`src/rtl/ft245_sync_if_if.sv`:
```
// Signal bundle between the stream controller, ft245_sync_if and the FT232H pins.
// Latency: none, wiring only.
// Backpressure: carries rd_ready/wr_ready toward the controller and RXF#/TXE# from the chip.
// Ports: command path (read, rd_ready, data_valid, read_data), byte path (write,
// write_data, wr_ready, tx_ovf), chip side (ft_rxf_n, ft_txe_n, ft_data_i/o/oe,
// ft_rd_n, ft_wr_n, ft_oe_n, ft_siwu_n). slave = driver block, master = controller + chip.
interface ft245_sync_if_if;
    logic       read;
    logic       rd_ready;
    logic       data_valid;
    logic [7:0] read_data;
    logic       write;
    logic [7:0] write_data;
    logic       wr_ready;
    logic       tx_ovf;
    logic       ft_rxf_n;
    logic       ft_txe_n;
    logic [7:0] ft_data_i;
    logic [7:0] ft_data_o;
    logic       ft_data_oe;
    logic       ft_rd_n;
    logic       ft_wr_n;
    logic       ft_oe_n;
    logic       ft_siwu_n;

    modport slave (
        input  read, write, write_data, ft_rxf_n, ft_txe_n, ft_data_i,
        output rd_ready, data_valid, read_data, wr_ready, tx_ovf,
               ft_data_o, ft_data_oe, ft_rd_n, ft_wr_n, ft_oe_n, ft_siwu_n
    );

    modport master (
        output read, write, write_data, ft_rxf_n, ft_txe_n, ft_data_i,
        input  rd_ready, data_valid, read_data, wr_ready, tx_ovf,
               ft_data_o, ft_data_oe, ft_rd_n, ft_wr_n, ft_oe_n, ft_siwu_n
    );
endinterface

```
`src/rtl/ft245_sync_if.sv`:
```
// FT232H synchronous-245 byte driver: one-byte command reads, TX skid FIFO drained to the chip.
// Latency: read -> data_valid 4 clk; write -> first ft_wr_n low 2 clk (IDLE, TXE# low).
// Backpressure: wr_ready (registered) drops below 2 free slots; a write into a full FIFO is dropped and sets tx_ovf.
// Ports: clk (FT232H CLKOUT), rst (synchronous, active high), bus (ft245_sync_if_if.slave).
// Optional: define FT_SIWU_EN to pulse ft_siwu_n low once after SIWU_IDLE idle cycles following the last pop.
module ft245_sync_if #(
    parameter int TX_DEPTH  = 4,
    parameter int SIWU_IDLE = 255
) (
    input  logic           clk,
    input  logic           rst,
    ft245_sync_if_if.slave bus
);
    localparam int          AW        = $clog2(TX_DEPTH);
    localparam logic [AW:0] DEPTH_C   = (AW+1)'(TX_DEPTH);
    localparam logic [AW:0] READY_LVL = (AW+1)'(TX_DEPTH - 2);

    typedef enum logic [2:0] {IDLE, WRITE, TURN, RD_OE, RD_DATA, RD_END} state_t;

    state_t        state_q, state_d;
    logic [7:0]    mem_q [TX_DEPTH];
    logic [AW-1:0] wr_ptr_q, rd_ptr_q;
    logic [AW:0]   used_q, used_d;
    logic          rd_pend_q, rd_pend_d;
    logic [7:0]    read_data_q;
    logic          data_valid_q, rd_ready_q, wr_ready_q, tx_ovf_q;
    logic          full, push, pop, capture;
    logic          rd_n, wr_n, oe_n, data_oe;

    assign full   = (used_q == DEPTH_C);
    assign push   = bus.write & ~full;
    // WR# is held low for the whole WRITE state; a cycle with TXE# high is
    // ignored by the chip, so the head byte stays put and is shown again.
    assign pop    = (state_q == WRITE) & ~bus.ft_txe_n;
    assign used_d = used_q + (AW+1)'(push) - (AW+1)'(pop);

    // A failed capture (RXF# high in RD_DATA) keeps the request alive for a retry.
    assign rd_pend_d = bus.read | (rd_pend_q & ~capture);

    always_comb begin
        state_d = state_q;
        rd_n    = 1'b1;
        wr_n    = 1'b1;
        oe_n    = 1'b1;
        data_oe = 1'b0;
        capture = 1'b0;
        case (state_q)
            IDLE: begin
                if (rd_pend_q && !bus.ft_rxf_n)
                    state_d = TURN;
                else if (used_q != '0 && !bus.ft_txe_n)
                    state_d = WRITE;
            end
            WRITE: begin
                data_oe = 1'b1;
                wr_n    = 1'b0;
                // reads win at the next boundary; otherwise keep streaming
                if (rd_pend_q)
                    state_d = TURN;
                else if (used_d != '0 && !bus.ft_txe_n)
                    state_d = WRITE;
                else
                    state_d = IDLE;
            end
            // one dead cycle with nobody driving the bus before OE# falls
            TURN:  state_d = RD_OE;
            RD_OE: begin
                oe_n    = 1'b0;
                state_d = RD_DATA;
            end
            RD_DATA: begin
                oe_n = 1'b0;
                rd_n = 1'b0;
                if (!bus.ft_rxf_n) begin
                    capture = 1'b1;
                    state_d = RD_END;
                end else begin
                    state_d = IDLE;
                end
            end
            RD_END:  state_d = IDLE;
            default: state_d = IDLE;
        endcase
    end

    always_ff @(posedge clk) begin
        if (rst) begin
            state_q      <= IDLE;
            rd_pend_q    <= 1'b0;
            wr_ptr_q     <= '0;
            rd_ptr_q     <= '0;
            used_q       <= '0;
            read_data_q  <= '0;
            data_valid_q <= 1'b0;
            rd_ready_q   <= 1'b0;
            wr_ready_q   <= 1'b0;
            tx_ovf_q     <= 1'b0;
        end else begin
            state_q      <= state_d;
            rd_pend_q    <= rd_pend_d;
            used_q       <= used_d;
            if (push) wr_ptr_q <= wr_ptr_q + AW'(1);
            if (pop)  rd_ptr_q <= rd_ptr_q + AW'(1);
            if (capture) read_data_q <= bus.ft_data_i;
            data_valid_q <= capture;
            rd_ready_q   <= ~bus.ft_rxf_n & ((state_q == IDLE) | (state_q == WRITE))
                            & ~rd_pend_q & ~bus.read;
            // room for 2 keeps one write in flight after wr_ready falls
            wr_ready_q   <= (used_d <= READY_LVL);
            if (bus.write & full) tx_ovf_q <= 1'b1;
        end
    end

    always_ff @(posedge clk) begin
        if (push) mem_q[wr_ptr_q] <= bus.write_data;
    end

`ifdef FT_SIWU_EN
    localparam logic [7:0] SIWU_C = 8'(SIWU_IDLE);
    logic [7:0] siwu_cnt_q;
    logic       siwu_arm_q, siwu_n_q;

    // Armed by every pop; counts consecutive IDLE+empty cycles and fires once.
    always_ff @(posedge clk) begin
        if (rst) begin
            siwu_cnt_q <= '0;
            siwu_arm_q <= 1'b0;
            siwu_n_q   <= 1'b1;
        end else begin
            siwu_n_q <= 1'b1;
            if (pop) begin
                siwu_arm_q <= 1'b1;
                siwu_cnt_q <= '0;
            end else if (push || used_q != '0 || state_q != IDLE) begin
                siwu_cnt_q <= '0;
            end else if (siwu_arm_q) begin
                if (siwu_cnt_q + 8'd1 == SIWU_C) begin
                    siwu_n_q   <= 1'b0;
                    siwu_arm_q <= 1'b0;
                    siwu_cnt_q <= '0;
                end else begin
                    siwu_cnt_q <= siwu_cnt_q + 8'd1;
                end
            end
        end
    end
    assign bus.ft_siwu_n = siwu_n_q;
`else
    assign bus.ft_siwu_n = 1'b1;
`endif

    assign bus.ft_rd_n    = rd_n;
    assign bus.ft_wr_n    = wr_n;
    assign bus.ft_oe_n    = oe_n;
    assign bus.ft_data_oe = data_oe;
    assign bus.ft_data_o  = (state_q == WRITE) ? mem_q[rd_ptr_q] : 8'h00;
    assign bus.read_data  = read_data_q;
    assign bus.data_valid = data_valid_q;
    assign bus.rd_ready   = rd_ready_q;
    assign bus.wr_ready   = wr_ready_q;
    assign bus.tx_ovf     = tx_ovf_q;
endmodule

```
`src/flat_wrapper.sv`:
```
// flat-port wrapper written by rule: the top's interface ports become plain ports
module ft245_sync_if_flat 
#(
    parameter int TX_DEPTH  = 4,
    parameter int SIWU_IDLE = 255
)
  (clk, rst, bus_read, bus_write, bus_write_data, bus_ft_rxf_n, bus_ft_txe_n, bus_ft_data_i, bus_rd_ready, bus_data_valid, bus_read_data, bus_wr_ready, bus_tx_ovf, bus_ft_data_o, bus_ft_data_oe, bus_ft_rd_n, bus_ft_wr_n, bus_ft_oe_n, bus_ft_siwu_n);
  ft245_sync_if_if bus_i ();
  input  logic clk;
  input  logic rst;
  input wire logic [$bits(bus_i.read)-1:0] bus_read;
  input wire logic [$bits(bus_i.write)-1:0] bus_write;
  input wire logic [$bits(bus_i.write_data)-1:0] bus_write_data;
  input wire logic [$bits(bus_i.ft_rxf_n)-1:0] bus_ft_rxf_n;
  input wire logic [$bits(bus_i.ft_txe_n)-1:0] bus_ft_txe_n;
  input wire logic [$bits(bus_i.ft_data_i)-1:0] bus_ft_data_i;
  output wire logic [$bits(bus_i.rd_ready)-1:0] bus_rd_ready;
  output wire logic [$bits(bus_i.data_valid)-1:0] bus_data_valid;
  output wire logic [$bits(bus_i.read_data)-1:0] bus_read_data;
  output wire logic [$bits(bus_i.wr_ready)-1:0] bus_wr_ready;
  output wire logic [$bits(bus_i.tx_ovf)-1:0] bus_tx_ovf;
  output wire logic [$bits(bus_i.ft_data_o)-1:0] bus_ft_data_o;
  output wire logic [$bits(bus_i.ft_data_oe)-1:0] bus_ft_data_oe;
  output wire logic [$bits(bus_i.ft_rd_n)-1:0] bus_ft_rd_n;
  output wire logic [$bits(bus_i.ft_wr_n)-1:0] bus_ft_wr_n;
  output wire logic [$bits(bus_i.ft_oe_n)-1:0] bus_ft_oe_n;
  output wire logic [$bits(bus_i.ft_siwu_n)-1:0] bus_ft_siwu_n;
  assign bus_i.read = bus_read;
  assign bus_i.write = bus_write;
  assign bus_i.write_data = bus_write_data;
  assign bus_i.ft_rxf_n = bus_ft_rxf_n;
  assign bus_i.ft_txe_n = bus_ft_txe_n;
  assign bus_i.ft_data_i = bus_ft_data_i;
  assign bus_rd_ready = bus_i.rd_ready;
  assign bus_data_valid = bus_i.data_valid;
  assign bus_read_data = bus_i.read_data;
  assign bus_wr_ready = bus_i.wr_ready;
  assign bus_tx_ovf = bus_i.tx_ovf;
  assign bus_ft_data_o = bus_i.ft_data_o;
  assign bus_ft_data_oe = bus_i.ft_data_oe;
  assign bus_ft_rd_n = bus_i.ft_rd_n;
  assign bus_ft_wr_n = bus_i.ft_wr_n;
  assign bus_ft_oe_n = bus_i.ft_oe_n;
  assign bus_ft_siwu_n = bus_i.ft_siwu_n;
  ft245_sync_if #(.TX_DEPTH(TX_DEPTH), .SIWU_IDLE(SIWU_IDLE)) u_core (.clk(clk), .rst(rst), .bus(bus_i));
endmodule
```
`config.mk`:
```
export PLATFORM = sky130hd
export DESIGN_NAME = ft245_sync_if_flat
export DESIGN_NICKNAME = d
export VERILOG_FILES = /design/src/rtl/ft245_sync_if_if.sv /design/src/rtl/ft245_sync_if.sv /design/src/flat_wrapper.sv
export SDC_FILE = /design/constraint.sdc
export NUM_CORES = 1
export LEC_CHECK = 0
export CORE_UTILIZATION = 51
export CTS_CLUSTER_DIAMETER = 100
export CTS_CLUSTER_SIZE = 8
export DETAILED_ROUTE_END_ITERATION = 6
export PLACE_DENSITY = 0.79
export SLEW_MARGIN = 25
export SYNTH_ARGS = -nofsm -noshare
export SYNTH_HDL_FRONTEND = slang
export SYNTH_SLANG_ARGS = --single-unit
```
`constraint.sdc`:
```
create_clock -name clk -period 3.3 [get_ports clk]
set_input_delay 0.825 -clock clk [delete_from_list [all_inputs] [get_ports clk]]
set_output_delay 0.825 -clock clk [all_outputs]
set_load 0.02 [all_outputs]
```
==> impl_results.html, run 1 <==
<table>
<tr><th>Metric</th><th>Value</th></tr>
<tr><th colspan="2">Outcome</th></tr>
<tr><td>Status</td><td>complete, no violations</td></tr>
<tr><th colspan="2">Detailed routing</th></tr>
<tr><td>Total wire length</td><td>4620 um</td></tr>
<tr><td>Number of violations reported at the end of detailed-routing iteration 0</td><td>118</td></tr>
<tr><td>Number of iterations in the first detailed-routing pass</td><td>4</td></tr>
<tr><td>Number of antenna-violating nets in the routed design</td><td>0</td></tr>
<tr><td>Vias after detailed routing</td><td>1,608</td></tr>
<tr><td>Via density per instance</td><td>5.40</td></tr>
<tr><td>Detailed-route DRC error count</td><td>0</td></tr>
<tr><td>Routed wire per std cell</td><td>15.5 um</td></tr>
<tr><th colspan="2">Setup path</th></tr>
<tr><td>Reg2Reg Launch Point</td><td>u_core.state_q[1]</td></tr>
<tr><td>Cells on worst reg2reg path</td><td>10</td></tr>
<tr><td>Endpoint class of the critical path</td><td>flop</td></tr>
<tr><td>Signal arrival time at the worst endpoint</td><td>3310 ps</td></tr>
<tr><td>Crit path buffers/inverters</td><td>4</td></tr>
<tr><td>R2r setup slk</td><td>610 ps</td></tr>
<tr><td>Path length in cells of the critical path</td><td>11</td></tr>
<tr><td>CP dominant cell by count</td><td>inv_1</td></tr>
<tr><td>Worst setup path start</td><td>bus_ft_txe_n</td></tr>
<tr><td>Largest stage delay, worst path</td><td>490 ps</td></tr>
<tr><td>Slowest stage cell on the critical path</td><td>or4b_4</td></tr>
<tr><td>Family with the most delay on the worst path</td><td>simple AND/OR/NAND/NOR gates</td></tr>
<tr><td>Top fanout value on the critical path</td><td>2</td></tr>
<tr><td>Type of the worst setup path</td><td>primary input to flop</td></tr>
<tr><td>Category of the worst setup path launch point</td><td>primary input</td></tr>
<tr><td>Data required time of the critical path</td><td>3480 ps</td></tr>
<tr><td>Cells along the critical path</td><td>clkdlybuf4s50_1 &gt; or4b_4 &gt; inv_1 &gt; ha_1 &gt; inv_1 &gt; ha_1 &gt; inv_1 &gt; fa_1 &gt; xor3_1 &gt; nor4b_1 &gt; nor4_1</td></tr>
<tr><td>Capture point of the worst path</td><td>u_core.state_q[0]</td></tr>
<tr><td>FF-to-FF End</td><td>u_core.state_q[0]</td></tr>
<tr><th colspan="2">Synthesis</th></tr>
<tr><td>Sequential fraction of the synthesis area</td><td>0.619</td></tr>
<tr><td>Most used flip-flop cell after synthesis</td><td>edfxtp_1</td></tr>
<tr><td>Count leader, synth</td><td>edfxtp_1</td></tr>
<tr><td>Distinct cell type count of the synthesized netlist</td><td>33</td></tr>
<tr><td>Seq cells post-synth</td><td>57</td></tr>
<tr><td>Share of flip-flops with an asynchronous set or reset after synthesis</td><td>0</td></tr>
<tr><td>Synth Warn #</td><td>0</td></tr>
<tr><td>Fraction of post-synthesis cell area in the top cell type by area</td><td>0.407</td></tr>
<tr><td>Synth cell count leaders</td><td>edfxtp_1 (32), dfxtp_1 (25), nand2_1 (21)</td></tr>
<tr><td>Total nets after synthesis</td><td>215</td></tr>
<tr><td>Cell area after synthesis</td><td>2360 sq um</td></tr>
<tr><td>Number of enable-type register cells in the synthesized netlist</td><td>32</td></tr>
<tr><td>Average footprint of a synthesized cell</td><td>12.7 sq um</td></tr>
<tr><td>Most area-hungry cell type in the Yosys netlist</td><td>edfxtp_1</td></tr>
<tr><td>Most area-consuming cells after synthesis</td><td>edfxtp_1 (41%), dfxtp_1 (21%), mux4_2 (7.6%), a21oi_1 (3.6%), nand2_1 (3.3%)</td></tr>
<tr><td>Synthesized netlist cell count</td><td>186</td></tr>
<tr><th colspan="2">Power and ir drop</th></tr>
<tr><td>Gate power share</td><td>0.282</td></tr>
<tr><td>Sw power</td><td>0.615 mW</td></tr>
<tr><td>Clock Power Share</td><td>0.319</td></tr>
<tr><td>Largest voltage drop on the vdd net</td><td>0.555 mV</td></tr>
<tr><td>Pint</td><td>1.61 mW</td></tr>
<tr><td>Net switching fraction of the power</td><td>0.277</td></tr>
<tr><td>Leakage power</td><td>1.14 nW</td></tr>
<tr><td>Portion of total power attributed to sequential cells</td><td>0.399</td></tr>
<tr><td>Power density cells</td><td>714 nW/um^2</td></tr>
<tr><td>Total power</td><td>2.22 mW</td></tr>
<tr><th colspan="2">Layout</th></tr>
<tr><td>Ratio of cells with drive above 1 in the final layout</td><td>0.154</td></tr>
<tr><td>Total inserted antenna cells</td><td>0</td></tr>
<tr><td>Synth-to-layout area growth</td><td>31.8%</td></tr>
<tr><td>Fillers</td><td>301</td></tr>
<tr><td>Layout Cell Area excl Fill</td><td>3110 sq um</td></tr>
<tr><td>Post-layout nets</td><td>270</td></tr>
<tr><td>Final cell count without fillers</td><td>298</td></tr>
<tr><td>Final core area utilization</td><td>0.705</td></tr>
<tr><th colspan="2">Placement</th></tr>
<tr><td>Minimum setup slack after placement</td><td>-157 ps</td></tr>
<tr><td>Final estimated routing congestion in global placement</td><td>0.848</td></tr>
<tr><td>Placed standard-cell area</td><td>2890 sq um</td></tr>
<tr><td>Post-placement cell count</td><td>282</td></tr>
<tr><td>Detailed placement HPWL</td><td>3160 um</td></tr>
<tr><td>Count of buffers from port buffering</td><td>45</td></tr>
<tr><th colspan="2">Clocking</th></tr>
<tr><td># resized after CTS</td><td>0</td></tr>
<tr><td>Root Driver</td><td>clkbuf_8</td></tr>
<tr><td>CTS clk-pin slew, worst paths</td><td>60 ps</td></tr>
<tr><td>Maximum level of the CTS H-tree</td><td>3</td></tr>
<tr><td>TritonCTS buffer count</td><td>9</td></tr>
<tr><td>Hold-fix buffer count after cts</td><td>0</td></tr>
<tr><td>CTS tree</td><td>done</td></tr>
<tr><td>Insertion delay of the later-clocked pin in the worst-skew pair</td><td>330 ps</td></tr>
<tr><td>Number of clock sinks seen by CTS</td><td>57</td></tr>
<tr><td>Setup Fix Bufs, Post-CTS</td><td>0</td></tr>
<tr><td>Clk buf depth</td><td>2</td></tr>
<tr><th colspan="2">STA</th></tr>
<tr><td>Slew of the pin with the lowest slew margin</td><td>866 ps</td></tr>
<tr><td>Final Max Tran Viols</td><td>0</td></tr>
<tr><td>Max-Slew Margin vs Limit</td><td>0.421</td></tr>
<tr><td>Final hold viol count</td><td>0</td></tr>
<tr><td>Clock period minus final worst setup slack</td><td>3130 ps</td></tr>
<tr><td>Final setup violation count</td><td>0</td></tr>
<tr><td>Final WS setup</td><td>172 ps</td></tr>
<tr><td>Unrepaired setup endpoints after global routing</td><td>false</td></tr>
<tr><td>Peak Freq</td><td>320 MHz</td></tr>
<tr><td>Final Cycle Share</td><td>0.948</td></tr>
<tr><td>Skew final</td><td>4.18 ps</td></tr>
<tr><th colspan="2">Floorplanning</th></tr>
<tr><td>Number of placement rows</td><td>24</td></tr>
<tr><td>Vertical extent of the die</td><td>70.0 um</td></tr>
<tr><td>Number of placed I/O pins</td><td>47</td></tr>
<tr><td>Initial cell density of the core</td><td>0.535</td></tr>
<tr><td>Die outline area</td><td>4910 sq um</td></tr>
<tr><td>Die X-Extent</td><td>70.0 um</td></tr>
<tr><td>Core region area</td><td>4410 sq um</td></tr>
<tr><th colspan="2">Global routing</th></tr>
<tr><td>GRT Overall Usage</td><td>0.216</td></tr>
<tr><td>Initial antenna violation count</td><td>0</td></tr>
<tr><td>GR Overflow Total</td><td>0</td></tr>
<tr><td>Largest net degree at the start of global routing</td><td>25</td></tr>
<tr><td>Via count of the first global-routing pass</td><td>1,557</td></tr>
<tr><td>Wire length of the first global-routing pass</td><td>7780 um</td></tr>
<tr><th colspan="2">Run</th></tr>
<tr><td>Count of max-cap constraint violations</td><td>0</td></tr>
<tr><th colspan="2">Min path</th></tr>
<tr><td>Worst hold path type</td><td>flop to flop</td></tr>
</table>
[placed cells by master (no fill, tap or decap), types with 2 or more instances in the layout]
master / Yosys / final
nor3_1: 5 / 5
nor2_1: 10 / 10
nor2b_1: 4 / 4
or3b_2: 2 / 2
bufinv_16: 0 / 2
nor4_1: 2 / 2
and3_1: 12 / 12
clkbuf_8: 0 / 10
inv_1: 11 / 11
nand2_1: 21 / 21
o21ai_0: 3 / 3
clkinv_2: 0 / 2
ha_1: 6 / 6
buf_4: 2 / 10
clkdlybuf4s50_1: 0 / 45
nand3_1: 2 / 2
a21oi_1: 17 / 17
dfxtp_1: 25 / 25
nand2b_1: 2 / 2
mux4_2: 8 / 8
edfxtp_1: 32 / 32
[stage by stage]
step,setup TNS (ps),hold WS [ps]
floorplan,0,454
global placement,-80.8,442
detailed placement,-163,451
CTS,0,460
global route,0,485
finish,0,454
[area by class of cell]
type | count | area [sq um] | share of cell area
timing repair buffer | 55 | 526 | 0.169
inverter | 11 | 41.3 | 0.0133
sequential | 57 | 1460 | 0.470
clock buffer | 10 | 138 | 0.0442
clock inverter | 6 | 81.3 | 0.0261
multi-input combinational | 107 | 800 | 0.257
tap | 52 | 65.1 | 0.0209
[registers in the layout, indices dropped and copies added, names as in the netlist, named ones only]
name and cells:
u_core.bus.data_valid 1, u_core.bus.rd_ready 1, u_core.bus.read_data 8, u_core.bus.tx_ovf 1
u_core.bus.wr_ready 1, u_core.mem_q 32, u_core.rd_pend_q 1, u_core.rd_ptr_q 2
u_core.state_q 3, u_core.used_q 3, u_core.wr_ptr_q 2
[logic make-up (layout without fill, tap and decap cells)]
logic type                 Yosys count  in the layout  share of synthesized area
DFF                                 57             57                      0.619
xor gates and xnor gates             1              1                     0.0101
other                                1              1                    0.00159
buffers and inverters               22             82                     0.0424
and+or+nand+nor                     67             67                      0.154
AOI/OAI and AO/OA                   23             23                     0.0562
muxes                                8              8                     0.0763
adders and majority gates            7              7                     0.0403
[power by group through the flow]
stage                     clock (mW)  combinational, mW  sequential, mW
after floorplan                    0              0.377           0.890
after global placement             0              0.607           0.894
after detailed placement           0              0.622           0.902
after CTS                      0.716              0.634           0.888
after global routing           0.749              0.690           0.898
final                          0.709              0.627           0.887
[worst register-to-register path: stages (launching register included)]
cell and delay [ps]:
dfxtp_1 400, or4b_4 570, inv_1 100, ha_1 240, inv_1 60, ha_1 130
inv_1 50, fa_1 370, xor3_1 210, nor4b_1 330, nor4_1 80
[worst min-delay path by stage]
| stage | startpoint | endpoint | slack, ps | cells after the start |
|---|---|---|---|---|
| global placement | u_core.bus.read_data[3] | u_core.bus.read_data[3] | 440 | 2 |
| global route | u_core.bus.read_data[6] | u_core.bus.read_data[6] | 490 | 2 |
| floorplan | u_core.rd_ptr_q[0] | flop | 450 | 2 |
| CTS | u_core.bus.read_data[6] | u_core.bus.read_data[6] | 460 | 2 |
| detailed placement | u_core.bus.read_data[6] | u_core.bus.read_data[6] | 450 | 2 |
| finish | u_core.bus.read_data[0] | u_core.bus.read_data[0] | 450 | 2 |
[layer usage]
layer  vias up  wire length, um  GRT usage
li1        778                -          -
met1       777             1890      0.262
met3        11              210     0.0620
met5         -                0          0
met2        42             2440      0.348
met4         0               85      0.113
No activity file was read; power rests on OpenSTA's default activity.
==> run 2: changes to the inputs <==
--- a/config.mk
+++ b/config.mk
@@ -14,3 +14,4 @@
 export SYNTH_ARGS = -nofsm -noshare
 export SYNTH_HDL_FRONTEND = slang
 export SYNTH_SLANG_ARGS = --single-unit
+export TNS_END_PERCENT = 5
==> results of run 2 <==
The final DEF is identical to that of run 1; final timing and power are the same.
